**src/rtl/iteration_scheduler_if.sv**
```systemverilog
`default_nettype none
// ============================================================================
// Module      : iteration_scheduler_if
// Description : Control and per-core report bundle of the iteration scheduler.
// Revision    : 1.0 - initial release
// ============================================================================
interface iteration_scheduler_if #(
  parameter int CORE_NUM   = 32,
  parameter int ITER_WIDTH = 8,
  parameter int CNT_WIDTH  = 24
);
  logic                  start;
  logic                  abort;
  logic [CORE_NUM-1:0]   iteration_end;
  logic [CORE_NUM-1:0]   iteration_end_valid;
  logic [CORE_NUM-1:0]   active_v_updated;
  logic [CORE_NUM-1:0]   active_v_valid;
  logic                  iteration_start;
  logic [ITER_WIDTH-1:0] iteration_id;
  logic                  pull_mode;
  logic                  busy;
  logic                  done;
  logic [CNT_WIDTH-1:0]  update_count;

  modport master (
    output start, abort, iteration_end, iteration_end_valid, active_v_updated, active_v_valid,
    input  iteration_start, iteration_id, pull_mode, busy, done, update_count
  );

  modport slave (
    input  start, abort, iteration_end, iteration_end_valid, active_v_updated, active_v_valid,
    output iteration_start, iteration_id, pull_mode, busy, done, update_count
  );
endinterface
`default_nettype wire

```
**src/rtl/iteration_scheduler.sv**
```systemverilog
`default_nettype none
// ============================================================================
// Module      : iteration_scheduler
// Description : Sequences graph-engine iterations, gathers per-core end and
//               update reports, picks push/pull mode and detects convergence.
// Revision    : 1.0 - initial release
// ============================================================================
module iteration_scheduler #(
  parameter int CORE_NUM       = 32,
  parameter int ITER_WIDTH     = 8,
  parameter int MAX_ITER       = 64,
  parameter int CNT_WIDTH      = 24,
  parameter int PULL_THRESHOLD = 4096
) (
  input  wire logic             clk,
  input  wire logic             rst,
  iteration_scheduler_if.slave  bus
);

  localparam int c_pop_w = $clog2(CORE_NUM + 1);
  localparam int c_sum_w = ((CNT_WIDTH > c_pop_w) ? CNT_WIDTH : c_pop_w) + 1;
  localparam logic [CNT_WIDTH-1:0]  c_cnt_max   = '1;
  localparam logic [ITER_WIDTH-1:0] c_last_iter = ITER_WIDTH'(MAX_ITER - 1);
  localparam logic [63:0]           c_pull_thr  = 64'(PULL_THRESHOLD);

  typedef enum logic [2:0] {
    S_IDLE  = 3'd0,
    S_START = 3'd1,
    S_RUN   = 3'd2,
    S_EVAL  = 3'd3,
    S_DONE  = 3'd4
  } state_t;

  state_t                r_state;
  logic [CORE_NUM-1:0]   r_flags;
  logic [CNT_WIDTH-1:0]  r_acc;
  logic                  r_iteration_start;
  logic [ITER_WIDTH-1:0] r_iteration_id;
  logic                  r_pull_mode;
  logic                  r_busy;
  logic                  r_done;
  logic [CNT_WIDTH-1:0]  r_update_count;

  logic [CORE_NUM-1:0]   w_flags_next;
  logic                  w_all_end;
  logic [c_pop_w-1:0]    w_pop;
  logic [c_sum_w-1:0]    w_sum;
  logic [CNT_WIDTH-1:0]  w_acc_next;

  // Flags set in the current cycle already count toward completion.
  always_comb begin
    w_flags_next = r_flags | (bus.iteration_end_valid & bus.iteration_end);
    w_all_end    = &w_flags_next;
    w_pop        = '0;
    for (int i = 0; i < CORE_NUM; i++) begin
      w_pop = w_pop + c_pop_w'(bus.active_v_valid[i] & bus.active_v_updated[i]);
    end
    w_sum      = c_sum_w'(r_acc) + c_sum_w'(w_pop);
    w_acc_next = (w_sum > c_sum_w'(c_cnt_max)) ? c_cnt_max : w_sum[CNT_WIDTH-1:0];
  end

  always_ff @(posedge clk or negedge rst) begin
    if (!rst) begin
      r_state           <= S_IDLE;
      r_flags           <= '0;
      r_acc             <= '0;
      r_iteration_start <= 1'b0;
      r_iteration_id    <= '0;
      r_pull_mode       <= 1'b0;
      r_busy            <= 1'b0;
      r_done            <= 1'b0;
      r_update_count    <= '0;
    end else if ((r_state != S_IDLE) && bus.abort) begin
      r_state           <= S_IDLE;
      r_flags           <= '0;
      r_acc             <= '0;
      r_iteration_start <= 1'b0;
      r_busy            <= 1'b0;
      r_done            <= 1'b0;
    end else begin
      r_iteration_start <= 1'b0;
      r_done            <= 1'b0;
      case (r_state)
        S_IDLE: begin
          if (bus.start && !bus.abort) begin
            r_state           <= S_START;
            r_iteration_start <= 1'b1;
            r_busy            <= 1'b1;
            r_iteration_id    <= '0;
            r_pull_mode       <= 1'b0;
          end
        end
        S_START: begin
          r_flags <= '0;
          r_acc   <= '0;
          r_state <= S_RUN;
        end
        S_RUN: begin
          r_flags <= w_flags_next;
          r_acc   <= w_acc_next;
          if (w_all_end) begin
            r_state <= S_EVAL;
          end
        end
        S_EVAL: begin
          r_update_count <= r_acc;
          if ((r_acc == '0) || (r_iteration_id == c_last_iter)) begin
            r_state <= S_DONE;
            r_done  <= 1'b1;
          end else begin
            r_iteration_id    <= r_iteration_id + ITER_WIDTH'(1);
            r_pull_mode       <= (64'(r_acc) > c_pull_thr);
            r_state           <= S_START;
            r_iteration_start <= 1'b1;
          end
        end
        S_DONE: begin
          r_state <= S_IDLE;
          r_busy  <= 1'b0;
        end
        default: begin
          r_state <= S_IDLE;
          r_busy  <= 1'b0;
        end
      endcase
    end
  end

  assign bus.iteration_start = r_iteration_start;
  assign bus.iteration_id    = r_iteration_id;
  assign bus.pull_mode       = r_pull_mode;
  assign bus.busy            = r_busy;
  assign bus.done            = r_done;
  assign bus.update_count    = r_update_count;

endmodule
`default_nettype wire

```
**src/flat_wrapper.sv**
```systemverilog
// flat-port wrapper written by rule: the top's interface ports become plain ports
module iteration_scheduler_flat 
#(
  parameter int CORE_NUM       = 32,
  parameter int ITER_WIDTH     = 8,
  parameter int MAX_ITER       = 64,
  parameter int CNT_WIDTH      = 24,
  parameter int PULL_THRESHOLD = 4096
)
  (clk, rst, bus_start, bus_abort, bus_iteration_end, bus_iteration_end_valid, bus_active_v_updated, bus_active_v_valid, bus_iteration_start, bus_iteration_id, bus_pull_mode, bus_busy, bus_done, bus_update_count);
  iteration_scheduler_if #(.CORE_NUM(CORE_NUM), .ITER_WIDTH(ITER_WIDTH), .CNT_WIDTH(CNT_WIDTH)) bus_i ();
  input  wire logic clk;
  input  wire logic rst;
  input wire logic [$bits(bus_i.start)-1:0] bus_start;
  input wire logic [$bits(bus_i.abort)-1:0] bus_abort;
  input wire logic [$bits(bus_i.iteration_end)-1:0] bus_iteration_end;
  input wire logic [$bits(bus_i.iteration_end_valid)-1:0] bus_iteration_end_valid;
  input wire logic [$bits(bus_i.active_v_updated)-1:0] bus_active_v_updated;
  input wire logic [$bits(bus_i.active_v_valid)-1:0] bus_active_v_valid;
  output wire logic [$bits(bus_i.iteration_start)-1:0] bus_iteration_start;
  output wire logic [$bits(bus_i.iteration_id)-1:0] bus_iteration_id;
  output wire logic [$bits(bus_i.pull_mode)-1:0] bus_pull_mode;
  output wire logic [$bits(bus_i.busy)-1:0] bus_busy;
  output wire logic [$bits(bus_i.done)-1:0] bus_done;
  output wire logic [$bits(bus_i.update_count)-1:0] bus_update_count;
  assign bus_i.start = bus_start;
  assign bus_i.abort = bus_abort;
  assign bus_i.iteration_end = bus_iteration_end;
  assign bus_i.iteration_end_valid = bus_iteration_end_valid;
  assign bus_i.active_v_updated = bus_active_v_updated;
  assign bus_i.active_v_valid = bus_active_v_valid;
  assign bus_iteration_start = bus_i.iteration_start;
  assign bus_iteration_id = bus_i.iteration_id;
  assign bus_pull_mode = bus_i.pull_mode;
  assign bus_busy = bus_i.busy;
  assign bus_done = bus_i.done;
  assign bus_update_count = bus_i.update_count;
  iteration_scheduler #(.CORE_NUM(CORE_NUM), .ITER_WIDTH(ITER_WIDTH), .MAX_ITER(MAX_ITER), .CNT_WIDTH(CNT_WIDTH), .PULL_THRESHOLD(PULL_THRESHOLD)) u_core (.clk(clk), .rst(rst), .bus(bus_i));
endmodule
```
**config.mk**
```make
export PLATFORM = sky130hd
export DESIGN_NAME = iteration_scheduler_flat
export DESIGN_NICKNAME = d
export VERILOG_FILES = /design/src/rtl/iteration_scheduler_if.sv /design/src/rtl/iteration_scheduler.sv /design/src/flat_wrapper.sv
export SDC_FILE = /design/constraint.sdc
export NUM_CORES = 1
export LEC_CHECK = 0
export CAP_MARGIN = 20
export CORE_MARGIN = 4
export CORE_UTILIZATION = 43
export DETAILED_ROUTE_END_ITERATION = 10
export HOLD_SLACK_MARGIN = 0.05
export PLACE_DENSITY = 0.83
export SLEW_MARGIN = 20
export SYNTH_ARGS = -nofsm -noshare
export SYNTH_HDL_FRONTEND = slang
export SYNTH_SLANG_ARGS = --single-unit
export TNS_END_PERCENT = 10
```
**constraint.sdc**
```tcl
create_clock -name clk -period 2.1 [get_ports clk]
set_input_delay 0.42 -clock clk [delete_from_list [all_inputs] [get_ports clk]]
set_output_delay 0.42 -clock clk [all_outputs]
set_load 0.02 [all_outputs]
```
==> reports/metrics.csv, run 1 <==
metric,value,unit
reg2reg_depth,9,
worst_path_cell_with_the_longest_stage_delay,sky130_fd_sc_hd__fa_2,
wire_per_inst,16.63,um
clock_latency,0.35,ns
floorplan.initialDensity,0.4453,
cp_data_arrival_time,6.12,ns
num_io_pins,168,
ys_seq_area_frac,0.4179,
path_class,in -> reg,
clockBufferDepth,2,
holdWs,0.4840,ns
violated_checks,setup timing,
powerDensity,940.0,nW/um2
ys.flop_type,sky130_fd_sc_hd__dfrtp_1,
insertedDiodeCount,0,
final_core_density,0.6614,
synth_enable_flop_cells,0,
floorplan.die.height,123.0,um
firstDrtPassIters,7,
slew_headroom,0.6814,
ctsRootBufferMaster,sky130_fd_sc_hd__clkbuf_16,
worst_clock_skew,0.01315,ns
die_area,15130,um2
cts_made_buffers,9,
syn_to_final_growth,48.53,%
h_tree_depth_reported_by_cts,3,
detailed_place_hpwl,12240,um
cts.reportedPaths.clkPinSlew,0.06,ns
hold_viol,0,
instance_area_at_placement,7938,um2
fraction_of_synthesized_cell_area_taken_by_the_top_area_cell_type,0.4179,
fillerInstances,951,
grt_setup_unrepaired,yes,
max_stage_delay,0.59,ns
vias_in_the_first_global_route,5422,
hold_path_end,u_core.bus.update_count[13]$_DFFE_PN0P_,
final_area,8448,um2
synth_warnings,0,
synth_area_leader_cell,sky130_fd_sc_hd__dfrtp_1,
design.core.area,12770,um2
post_synth.cell_area_avg,10.12,um2
finalMaxSlewViolations,0,
global_route.usage.total,0.2134,
regArea,2377,um2
finalSetupViolCount,24,
timing.rr.start,u_core.r_acc[0]$_DFFE_PN0P_,
run_status,"complete, but fails checks",
share_of_synthesized_flip_flops_with_an_asynchronous_set_or_reset,1.000,
routed_via_density,5.518,
synth.net_count,735,
setup.reg_to_reg.worst_slack,-0.33,ns
maxClockFrequency,170.7,MHz
crit_path_cell_trace,"clkdlybuf4s15_1, and2_4, fa_1, inv_1, fa_2, fa_2, fa_1, fa_1, fa_1, inv_1, ha_2, inv_2, fa_2, inv_2, a21o_1, a21oi_2, xnor2_1, ha_1, nand2_2, a21o_1, a2111oi_4, buf_6, a31oi_4, o21ai_1",
first_pass_grt_wire_length,25650,um
antenna_violations_before_repair,0,
data_required_time_at_the_worst_endpoint,2.36,ns
postSynthRegisterBits,95,
timing_worst_slew_pin_value,0.4736,ns
irDropWorstVdd,0.9115,mV
ys_types,58,
detailedPlace.worstSlack,-4.529,ns
syn-instance-count,562,
startpoint_type,primary input,
tritoncts,yes,
timing.critical_path.to_type,register,
post-route-period-util,2.790,
global_route.overflow_total,0,
clkSinkCount,95,
portBuffers,167,
post-route-drc-count,0,
worst_hold_path.num_cells,2,
pin_count_of_the_biggest_net_entering_global_routing,47,
static-leakage-power,0.003761,uW
fin_nets,951,
die_width,123.0,um
crit_fanout,7,
finalWorstPathRequiredPeriod,5.858,ns
core_rows,41,
multi_input_area,3236,um2
synth.cell_area,5688,um2
final_layout_size_suffix_gt1_frac,0.2120,
drv_cap,0,
yosys.cell_count.top_type,sky130_fd_sc_hd__dfrtp_1,
worst_hold_startpoint,u_core.bus.update_count[13]$_DFFE_PN0P_,
dominant_cells_by_area_after_synthesis,"sky130_fd_sc_hd__dfrtp_1 (42%), sky130_fd_sc_hd__fa_1 (8.8%), sky130_fd_sc_hd__a32o_1 (5.6%)",
hold_path_class,reg -> reg,
final_antenna_net_count,0,
postLayoutSetupSlackWorst,-3.758,ns
totalWireLength,15880,um
initialDrtViolationCount,297,
post_synth_most_frequent_cells,"sky130_fd_sc_hd__dfrtp_1 (95), sky130_fd_sc_hd__nand2_1 (61), sky130_fd_sc_hd__a21oi_1 (49), sky130_fd_sc_hd__inv_1 (40), sky130_fd_sc_hd__a32o_1 (32)",
critical_path.reg2reg.endpoint,u_core.r_acc[13]$_DFFE_PN0P_,
tns,-87.96,ns
gp_congestion,0.8976,
vias_after_detailed_routing,5270,
path_common_cell,sky130_fd_sc_hd__fa_1,
cell families after synthesis:
group,share of synthesized area
simple gates,0.1566
compound gates,0.1973
flops,0.4179
buf+inv,0.05147
fa+ha+maj,0.1232
mux,0.04114
xor+xnor,0.01232
layer usage:
metal  routed length [um]  GRT usage  share of wire  vias up
met5                    0          0              0        -
met4                  552    0.09135          0.035        0
met3                  979    0.03843          0.062       42
met2                 8080     0.3734           0.51      207
met1                 6265     0.2585           0.39     2529
li1                     -          -              -     2492
report_power, final:
part / internal (uW) / total, uW / switching [uW]
registers: 1970 / 2100 / 121
logic: 2260 / 4280 / 2020
clock network: 818 / 1570 / 750
sequential cells by signal, indices dropped and copies added (netlist names):
| name | cells |
|---|---|
| u_core.r_flags | 32 |
| u_core.bus.update_count | 24 |
| u_core.r_acc | 24 |
| u_core.bus.iteration_id | 8 |
| u_core.r_state | 3 |
| u_core.bus.busy | 1 |
| u_core.bus.done | 1 |
| u_core.bus.iteration_start | 1 |
| u_core.bus.pull_mode | 1 |
critical path, delay by kind of cell:
kind | cells | cell delay (ns)
simple gates | 2 | 0.21
fa+ha+maj | 9 | 3.74
compound gates | 6 | 1.04
buf+inv | 6 | 0.59
xor+xnor | 1 | 0.14
stage by stage:
| step | total power, uW | cells |
|---|---|---|
| floorplan | 4459 | 562 |
| global route | 8611 | 955 |
| detailed placement | 5981 | 928 |
| CTS | 7716 | 953 |
| global placement | 5792 | 928 |
| finish | 7942 | 955 |
worst max path at each step:
stage | start | endpoint | slack [ns] | cells past startpoint
after floorplan | bus_active_v_valid[30] | u_core.r_acc[21]$_DFFE_PN0P_ | -3.76 | 23
after global placement | bus_active_v_valid[30] | u_core.r_acc[9]$_DFFE_PN0P_ | -4.29 | 24
after detailed placement | bus_active_v_valid[30] | u_core.r_acc[13]$_DFFE_PN0P_ | -4.53 | 24
after CTS | bus_active_v_updated[1] | u_core.r_acc[15]$_DFFE_PN0P_ | -3.83 | 23
after global routing | bus_active_v_valid[13] | u_core.r_acc[13]$_DFFE_PN0P_ | -3.97 | 24
final | bus_active_v_valid[9] | u_core.r_acc[13]$_DFFE_PN0P_ | -3.76 | 24
placed cells by master, fill, tap and decap left out, types with 10 or more instances in the layout:
master,Yosys,routed
sky130_fd_sc_hd__nand2_1,61,57
sky130_fd_sc_hd__dfrtp_1,95,95
sky130_fd_sc_hd__a32o_1,32,32
sky130_fd_sc_hd__buf_4,0,62
sky130_fd_sc_hd__dlygate4sd2_1,0,16
sky130_fd_sc_hd__nor4_1,13,11
sky130_fd_sc_hd__clkdlybuf4s50_1,0,136
sky130_fd_sc_hd__o211ai_1,12,12
sky130_fd_sc_hd__inv_1,40,34
sky130_fd_sc_hd__o21ai_0,26,18
sky130_fd_sc_hd__nand3_1,23,22
sky130_fd_sc_hd__a21oi_1,49,39
sky130_fd_sc_hd__o21ai_1,3,10
sky130_fd_sc_hd__nor2_1,14,13
sky130_fd_sc_hd__mux2_2,19,19
sky130_fd_sc_hd__fa_1,25,19
sky130_fd_sc_hd__ha_1,16,13
layout make-up:
cell class | instances | share of cell area
multi-input combinational | 397 | 0.3830
sequential | 95 | 0.2814
timing repair buffer | 235 | 0.2590
clock buffer | 9 | 0.02666
tap | 172 | 0.02547
inverter | 40 | 0.01777
clock inverter | 7 | 0.006665
what timing repair did:
action / in CTS / in global routing
hold buffers: 1 / 0
gates cloned: 1 / 0
endpoints found under the hold margin: 23 / 0
resized for setup: 74 / 36
pin swaps: 50 / 41
endpoints found under the setup margin: 30 / 33
setup buffers: 7 / 2
No activity file was read; power rests on OpenSTA's default activity.
==> run 2, diff against run 1 <==
--- a/config.mk
+++ b/config.mk
@@ -11,7 +11,6 @@
 export DETAILED_ROUTE_END_ITERATION = 10
 export HOLD_SLACK_MARGIN = 0.05
 export PLACE_DENSITY = 0.83
-export SLEW_MARGIN = 20
 export SYNTH_ARGS = -nofsm -noshare
 export SYNTH_HDL_FRONTEND = slang
 export SYNTH_SLANG_ARGS = --single-unit
==> results of run 2 <==
No change in the layout: final DEF, timing and power equal those of run 1.
==> run 3, diff against run 2 <==
--- a/config.mk
+++ b/config.mk
@@ -6,6 +6,7 @@
 export NUM_CORES = 1
 export LEC_CHECK = 0
 export CAP_MARGIN = 20
+export CORE_ASPECT_RATIO = 1.1
 export CORE_MARGIN = 4
 export CORE_UTILIZATION = 43
 export DETAILED_ROUTE_END_ITERATION = 10
==> run 3 against run 2 <==
Against the previous run: the run still ends with setup timing left; cell count decreased by 2.8%; register-to-register slack is essentially flat; core utilization decreased by 1.4 points; count of clock-buffer cells in the layout is 1 higher; critical endpoint unchanged; sequential cell count unchanged.
==> reports/metrics.csv, run 3 (same netlist as run 1, synthesis figures left out) <==
metric,value,unit
run_status,"complete, but fails checks",
violated_checks,setup timing,
path_common_cell,sky130_fd_sc_hd__fa_1,
route.layer.met1.wl,6451,um
hold_path_class,reg -> reg,
cts.reportedPaths.clkPinSlew,0.06,ns
totalWireLength,17000,um
post-route-period-util,2.763,
antenna_violations_before_repair,0,
max_stage_delay,0.53,ns
powerDensity,934.2,nW/um2
cp_data_arrival_time,6.06,ns
path_class,in -> reg,
leading_cell_types_in_the_layout_fill_and_taps_excluded,"sky130_fd_sc_hd__clkdlybuf4s50_1 (136), sky130_fd_sc_hd__dfrtp_1 (95), sky130_fd_sc_hd__nand2_1 (55)",
detailedPlace.worstSlack,-4.468,ns
flip_flop_count_of_the_largest_register_all_copies_and_words_added,32,
floorplan.die.height,128.6,um
pin_count_of_the_biggest_net_entering_global_routing,48,
timing.critical_path.to_type,register,
static-leakage-power,0.003680,uW
die_width,117.7,um
clock_latency,0.34,ns
reg2reg_depth,9,
layout_commonest_cell,sky130_fd_sc_hd__clkdlybuf4s50_1,
worst_clock_skew,0.01082,ns
tns,-86.64,ns
postLayoutSetupSlackWorst,-3.702,ns
fillerInstances,974,
fin_nets,940,
dr.max_layer_used,met4,
timing_worst_slew_pin_value,0.4612,ns
clockBufferDepth,2,
vias_after_detailed_routing,5538,
wire_per_inst,18.32,um
clkSinkCount,95,
placed_cells_incl_taps,907,
num_io_pins,168,
gp_congestion,0.9171,
instance_area_at_placement,7874,um2
fin_cells,928,
routed_length_on_met3,1215,um
critical_path.reg2reg.endpoint,u_core.r_acc[13]$_DFFE_PN0P_,
detailed_place_hpwl,12580,um
drv_cap,0,
h_tree_depth_reported_by_cts,3,
final_area,8293,um2
global_route.usage.total,0.2222,
design.core.area,12800,um2
finalMaxSlewViolations,0,
holdWs,0.4918,ns
data_required_time_at_the_worst_endpoint,2.36,ns
portBuffers,167,
post-route-drc-count,0,
routed_via_density,5.968,
hold_viol,0,
crit_fanout,7,
timing.rr.start,u_core.r_acc[0]$_DFFE_PN0P_,
setup.reg_to_reg.worst_slack,-0.34,ns
floorplan.initialDensity,0.4442,
worst_path_cell_with_the_longest_stage_delay,sky130_fd_sc_hd__fa_2,
firstDrtPassIters,5,
timing.critical_path.from,bus_active_v_updated[1],
final_layout_size_suffix_gt1_frac,0.2192,
finalWorstPathRequiredPeriod,5.802,ns
startpoint_type,primary input,
slew_headroom,0.6897,
crit_path_cell_trace,"clkdlybuf4s15_1, and2_4, fa_1, inv_2, fa_2, fa_2, fa_1, fa_1, fa_1, inv_1, ha_2, inv_2, fa_2, inv_2, a21o_1, a21oi_2, xnor2_2, ha_4, nand2_2, a21o_1, a2111oi_4, buf_6, a31oi_1, o21ai_1",
detailroute.wirelength.met2,8668,um
first_pass_grt_wire_length,27730,um
global_route.overflow_total,0,
initialDrtViolationCount,542,
irDropWorstVdd,0.6340,mV
insertedDiodeCount,0,
grt_setup_unrepaired,yes,
ctsRootBufferMaster,sky130_fd_sc_hd__clkbuf_16,
maxClockFrequency,172.3,MHz
syn_to_final_growth,45.80,%
vias_in_the_first_global_route,5906,
final_antenna_net_count,0,
core_rows,43,
tritoncts,yes,
regMostFlops,u_core.r_flags,
finalSetupViolCount,25,
setup.worst_path.end,u_core.r_acc[13]$_DFFE_PN0P_,
die_area,15130,um2
cts_made_buffers,9,
[run 3: worst max-delay path, delay by kind of cell]
family,cells,cell delay (ns)
adders and majority gates,9,3.68
and+or+nand+nor,2,0.19
xor gates and xnor gates,1,0.16
AOI/OAI and AO/OA,6,1.04
buffers and inverters,6,0.57
[run 3: cell type report]
type | count | area [um2] | share of cell area
multi-input combinational | 397 | 3243 | 0.3911
clock inverter | 5 | 36.28 | 0.004375
inverter | 40 | 150.1 | 0.01811
sequential | 95 | 2377 | 0.2867
tap | 157 | 196.4 | 0.02369
timing repair buffer | 224 | 2061 | 0.2485
clock buffer | 10 | 229.0 | 0.02761
[run 3: how the worst min path moves through the flow]
stage                                endpoint  depth (start not counted)  slack, ns                           start
6_report       u_core.r_flags[26]$_DFFE_PN0P_                          1       0.49  u_core.r_flags[26]$_DFFE_PN0P_
5_1_grt        u_core.r_flags[11]$_DFFE_PN0P_                          1       0.50  u_core.r_flags[11]$_DFFE_PN0P_
4_1_cts         u_core.r_flags[2]$_DFFE_PN0P_                          1       0.50   u_core.r_flags[2]$_DFFE_PN0P_
3_5_place_dp   u_core.r_flags[17]$_DFFE_PN0P_                          1       0.34                             rst
3_3_place_gp   u_core.r_flags[17]$_DFFE_PN0P_                          1       0.34                             rst
2_1_floorplan     u_core.bus.busy$_DFFE_PN0P_                          0       0.12                             rst
[run 3: layer usage]
| metal | up-vias | GRT usage |
|---|---|---|
| met5 | - | 0 |
| met3 | 62 | 0.04659 |
| li1 | 2473 | - |
| met4 | 0 | 0.1124 |
| met1 | 2682 | 0.2535 |
| met2 | 321 | 0.3978 |
[run 3: stage by stage]
step	power, uW	utilization
finish	7748	0.6476
global route	8332	0.6476
CTS	7646	0.6427
detailed placement	5977	0.6149
global placement	5757	0.6149
floorplan	4459	-
[run 3: repair_timing]
item                                    in CTS  in global routing
hold endpoints to repair                    23                  0
buffers inserted                             3                  1
endpoints found under the setup margin      27                 32
gates cloned                                 1                  0
pin swaps                                   32                 29
hold buffers                                 1                  0
gates resized for setup                    102                 42
[run 3: where the power goes]
part	internal, uW	switching (uW)
logic	2130	2030
clock network	797	698
registers	1980	122
